<file path="src/rtl/sobol_seq_gen.sv">
// One-dimensional Sobol sequence generator: an index counter, a least-significant-zero
// detector, and a run-time loadable direction table XORed into a registered output.
module sobol_seq_gen #(
    parameter int unsigned WIDTH = 8,
    parameter int unsigned LSZW  = $clog2(WIDTH) + 1
) (
    input  logic             clk,
    input  logic             rst,
    input  logic             en,
    input  logic             clr,
    input  logic             vec_we,
    input  logic [LSZW-1:0]  vec_addr,
    input  logic [WIDTH-1:0] vec_data,
    output logic [WIDTH-1:0] rng_out,
    output logic [LSZW-1:0]  lsz_idx,
    output logic             wrap
);

    logic [WIDTH-1:0] cnt;
    logic [WIDTH-1:0] vec [WIDTH];
    logic [LSZW-1:0]  lsz;
    logic [WIDTH-1:0] sel_vec;
    logic             cnt_full;

    // Lowest zero bit of cnt; WIDTH when cnt is all ones.
    always_comb begin
        lsz = LSZW'(WIDTH);
        for (int k = int'(WIDTH) - 1; k >= 0; k--) begin
            if (!cnt[k]) begin
                lsz = LSZW'(k);
            end
        end
    end

    assign lsz_idx  = lsz;
    assign cnt_full = (lsz == LSZW'(WIDTH));

    // Direction vector selected by the LSZ index.
    always_comb begin
        sel_vec = '0;
        for (int k = 0; k < int'(WIDTH); k++) begin
            if (lsz == LSZW'(k)) begin
                sel_vec = vec[k];
            end
        end
    end

    // Direction table; reset restores the van der Corput radical-inverse vectors.
    always_ff @(posedge clk) begin
        if (rst) begin
            for (int k = 0; k < int'(WIDTH); k++) begin
                vec[k] <= WIDTH'(1) << (int'(WIDTH) - 1 - k);
            end
        end else if (vec_we) begin
            for (int k = 0; k < int'(WIDTH); k++) begin
                if (vec_addr == LSZW'(k)) begin
                    vec[k] <= vec_data;
                end
            end
        end
    end

    // Sequence state; any table write restarts so no mixed-table values are emitted.
    always_ff @(posedge clk) begin
        if (rst) begin
            cnt     <= '0;
            rng_out <= '0;
            wrap    <= 1'b0;
        end else if (clr || vec_we) begin
            cnt     <= '0;
            rng_out <= '0;
            wrap    <= 1'b0;
        end else if (en) begin
            if (cnt_full) begin
                cnt     <= '0;
                rng_out <= '0;
                wrap    <= 1'b1;
            end else begin
                cnt     <= cnt + WIDTH'(1);
                rng_out <= rng_out ^ sel_vec;
                wrap    <= 1'b0;
            end
        end else begin
            wrap <= 1'b0;
        end
    end

endmodule
</file>
<file path="config.mk">
export PLATFORM = sky130hd
export DESIGN_NAME = sobol_seq_gen
export DESIGN_NICKNAME = d
export VERILOG_FILES = /design/src/rtl/sobol_seq_gen.sv
export SDC_FILE = /design/constraint.sdc
export NUM_CORES = 1
export LEC_CHECK = 0
export BUFFER_PORTS_ARGS = -buffer_cell sky130_fd_sc_hd__clkbuf_2
export CAP_MARGIN = 5
export CORE_ASPECT_RATIO = 1.4
export CORE_UTILIZATION = 57
export DETAILED_ROUTE_END_ITERATION = 10
export PLACE_DENSITY = 0.76
export SLEW_MARGIN = 0
export SYNTH_ARGS = -nofsm -noshare
export SYNTH_HDL_FRONTEND = slang
export SYNTH_SLANG_ARGS = --single-unit
</file>
<file path="constraint.sdc">
create_clock -name clk -period 2.8 [get_ports clk]
set_input_delay 0.28 -clock clk [delete_from_list [all_inputs] [get_ports clk]]
set_output_delay 0.28 -clock clk [all_outputs]
set_load 0.05 [all_outputs]
</file>
Word level (Yosys, flattened, before mapping)
Memories as Yosys holds them, arrays and structs flattened. Index checks and enable logic that the tools add are counted.

Memories: 1. Bits in writable memories: 64. Output and inout bits: 13. Flip-flop bits (word level): 17. Logic and storage cells: 96. Input port bits: 17.

$add $sub $neg: 1. Reductions and logical operators: 5. Bitwise gates (word level): 10. Muxes and demuxes: 61. Equal/unequal tests: 15.

Memories: vec (words 8, width 8, rd ports 8, clocked after Yosys merged registers in 0, write ports 8, line 20) `logic [WIDTH-1:0] vec [WIDTH];`.

Operator list (number): 8-bit 2-to-1 mux (18); 1-bit 2-to-1 mux (35); 4-bit by 3-bit equality test with 1-bit output, second input constant (8); 4-bit 2-to-1 mux (8); 4-bit by 2-bit equality test with 1-bit output, second input constant (4); 8-bit by 1-bit adder with 8-bit output, second input constant (1); 4-bit by 1-bit equality test with 1-bit output, second input constant (2); 4-bit zero test (2); 1-bit bitwise OR (8); 8-bit XOR (1); 4-bit equality test, second input constant (1); 3-bit OR reduction (1); 2-bit OR reduction (1); 1-bit logical OR (1); 1-bit inverter (1).

Longest topological paths before layout
Word-level depth: 19. Mapped depth: 8. Depth with buffers taken out: 6.

Worst setup path before layout
Ideal clock, no wire load.

Kind: register to output. Start point: register cnt[0]. End point: output port lsz_idx[1]. Path slack: 0.898 ns. Data required time: 2.520 ns. Buffers on the path: 2. Arrival time: 1.622 ns. Cell stages (with the launch flop): 5. Path through: dfxtp_1 buf_2 buf_4 nand2_1 a31oi_1.

Cells in the longest elaborated chain, start to end: 1.

RTL lines: start, declared (line 19) `logic [WIDTH-1:0] cnt;`; start signal, assigned (line 79) `cnt <= cnt + WIDTH'(1);`; 4-bit 2-to-1 mux (line 29) `if (!cnt[k]) begin`; end, declared (line 15) `output logic [LSZW-1:0] lsz_idx,`.

No other way between the ends.

Final worst setup path
Start point: register cnt[2]. End point: output port lsz_idx[0].

Cells in the longest elaborated chain, start to end: 3.

RTL lines (line): 4-bit 2-to-1 mux (3 in series) (29).

No other way between the ends.

==> results.md <==
- Detailed Routing Iterations Pass 1: 5
- Layout Cells excl Fill: 478
- Diodes inserted: 0
- Hold-fix buffers, CTS: 0
- I/O pin count: 30
- Clock Power Share: 38.6%
- Avg Cell Area, Syn: 11.1 um2
- Worst endpoint required time: between 2000 and 3000 ps
- DP Wirelength: 6.23 mm
- Worst Path Arrival: 2070 ps
- Fin crit share: 83.8%
- Final instance area: 0.00435 mm2
- Final Max Slew Viols: 0
- Wirelength per Cell: approximately 18 um
- Hold Path Class: in -> reg
- Clk buf depth: 2
- DRC Markers: 0
- Sw Pwr: 577 uW
- Placed cell count: 462
- Synth warn: 0
- Die area: 0.00722 mm2
- Area leader, netlist: edfxtp_1
- Setup WS pre-CTS: 583 ps
- # port buffers: 29
- Rel. slew slack: 41.9%
- Top delay family on crit path: flip-flops
- RSZ-0062 raised after global routing: false
- Final number of setup-violating endpoints: 0
- Critical path's slowest cell: dfxtp_1
- Top cells by count, synth: 64 x edfxtp_1, 42 x and2_1, 26 x a21oi_1, 25 x nor2_1
- Skew-Pair Late Insertion Delay: 350 ps
- Setup Fix Bufs, Post-CTS: 0
- Final Hold Viols: 0
- Synthesized Nets: 370
- Share of the synthesized area in the top cell type: 49.0%
- Status: complete, no violations
- Max Clock Freq: 426 MHz
- Initial antenna violation count: 0
- Share of cells above drive strength 1: 16.6%
- Antenna-violating nets left: 0
- H-tree Lvls: 3
- Total Neg Setup Slack: 0 ps
- DRT Wirelength: between 8 and 9 mm
- CTS Sinks: between 80 and 90
- Cell with the most instances after synthesis: edfxtp_1
- Via count: 2814
- Synth cell types: 47
- Root Driver: clkbuf_8
- Largest net degree at the start of global routing: 25
- Synth async-reset ratio: 0%
- Seq pwr share: 55.6%
- Via-to-Cell Ratio: about 5.9
- Slowest Stage Delay on Critical Path: 800 ps
- Layout Area Growth over Synthesis: 10.9%
- Worst path cell trace: nand2b_2 > a21oi_1 > a31oi_1 > inv_1 > clkbuf_2
- Clk pin slew, worst setup/hold paths: 90 ps
- Leak: 1.54 nW
- Synth Register Bits: between 80 and 90
- Die Width: about 72 um
- Fillers: around 530
- Synth Cell Area: 0.00392 mm2
- Maximum VDD drop: about 370 uV
- TritonCTS clock tree: built
- Initial DRC Count: between 200 and 250
- Combinational power share: 5.8%
- Number of standard cells after synthesis: around 350
- Top_reg_cell synth: edfxtp_1
- Worst Slack Setup Final: 453 ps
- Post-cts gate resize count: 0
- Worst slew pin tran: about 870 ps
- Top post-synthesis cells by area: edfxtp_1 49%, dfxtp_1 8.7%, and2_1 6.7%
- CP Launch Type: flip-flop
- Worst hold slack: 319 ps
- Die H: 100 um
- Number of global-route vias before repair: around 2700
- Critical path class: reg -> out
- First-pass GRT wire length: ~14 mm
- EDFF count, synth: between 60 and 70
- Sw frac: between 20% and 30%
- Placer Congestion: 0.880
- Max-cap violations: 0
- Sequential fraction of the synthesis area: 57.7%
- Worst-case clock skew: 9.62 ps
- Placement Cell Area: 0.00413 mm2
- Crit path time final: about 2300 ps
- Core box area: between 0.006 and 0.007 mm2
- Pint: 1.92 mW
- Row cnt: 35
- Buffers & Inverters on Critical Path: 2
- Congestion Overflow GR: 0
- Gr usage total: a little over a quarter
- Initial core utilization: 59.3%
- Nets: about 400
- Worst setup EP type: primary output
- PD cells: 575 mW/mm2
- CP Max Fanout: 18
- TritonCTS buffer count: 9
final timing paths:
kind	from	end	slack, ps	depth (start not counted)
worst max register to register	cnt[1]$_SDFFE_PP0P_	rng_out[7]$_SDFFE_PP0P_	530	6
worst max-delay path	cnt[2]$_SDFFE_PP0P_	lsz_idx[0]	450	5
worst min-delay path	vec_data[4]	vec[0][28]$_SDFFCE_PN1P_	320	2
worst min register to register	rng_out[7]$_SDFFE_PP0P_	rng_out[7]$_SDFFE_PP0P_	490	2
through the flow:
| step | total power, mW | utilization (%) |
|---|---|---|
| detailed placement | 1.56 | 62.4 |
| floorplan | 1.49 | - |
| CTS | 2.50 | 65.8 |
| global placement | 1.56 | 62.4 |
| finish | 2.50 | 65.8 |
| global route | 2.57 | 65.8 |
flip-flops by register name, indices dropped and copies added, names as in the netlist:
signal	cells
wrap	1
rng_out	8
cnt	8
vec	64
routing by layer:
layer	wire, um	up-vias	global-route usage, %
met1	3620	1340	34.8
met5	0	-	0
met3	473	19	3.11
li1	-	1333	-
met2	4440	122	42.7
met4	270	0	15.4
layout make-up:
class | count | area, um2 | share of cell area [%]
sequential | 81 | 2260 | 52.0
multi-input combinational | 253 | 1560 | 35.9
timing repair buffer | 33 | 175 | 4.03
clock buffer | 9 | 124 | 2.85
tap | 92 | 115 | 2.65
clock inverter | 7 | 101 | 2.33
inverter | 3 | 11.3 | 0.259
worst register-to-register path, delay by kind of cell, from the launching register on:
family / cells / cell delay (ps)
flip-flops: 1 / 810
AO/OA/AOI/OAI: 2 / 540
multiplexers: 2 / 470
AND/OR/NAND/NOR: 2 / 390
kinds of logic (layout without fill, tap and decap cells):
| kind of cell | count (synthesis) | in the layout | share of synthesized area [%] |
|---|---|---|---|
| compound gates | 87 | 87 | 14.5 |
| flops | 81 | 81 | 57.7 |
| buf+inv | 18 | 52 | 2.49 |
| xor+xnor | 7 | 7 | 1.56 |
| fa+ha+maj | 1 | 1 | 0.319 |
| mux | 5 | 5 | 1.34 |
| simple gates | 153 | 153 | 22.1 |
power groups by stage:
| stage | clock network [mW] | logic (mW) | registers [mW] |
|---|---|---|---|
| 2_1_floorplan | 0 | 0.0845 | 1.41 |
| 3_3_place_gp | 0 | 0.141 | 1.42 |
| 3_5_place_dp | 0 | 0.145 | 1.42 |
| 4_1_cts | 0.968 | 0.146 | 1.39 |
| 5_1_grt | 1.02 | 0.158 | 1.39 |
| 6_report | 0.964 | 0.146 | 1.39 |
cells in the final DEF, fill, tap and decap left out, drive strengths merged:
cell type,instances
a21oi,29
a31o,1
nand3b,1
o21bai,7
a21boi,1
o41ai,2
or3,3
dfxtp,17
nand3,10
or2,2
xor2,4
nand2,13
and4b,1
nand4,4
mux2i,3
nor2,25
xnor2,3
clkinv,1
o21ai,23
clkbuf,38
mux2,2
nor4,1
bufinv,2
clkinvlp,2
nor2b,22
o311a,6
and2,42
a21o,2
o21a,12
nand2b,10
and2b,2
and4,1
or3b,1
ha,1
nor3,15
edfxtp,64
inv,5
buf,4
a31oi,4
Note: power is estimated with default switching activity, not from simulation.
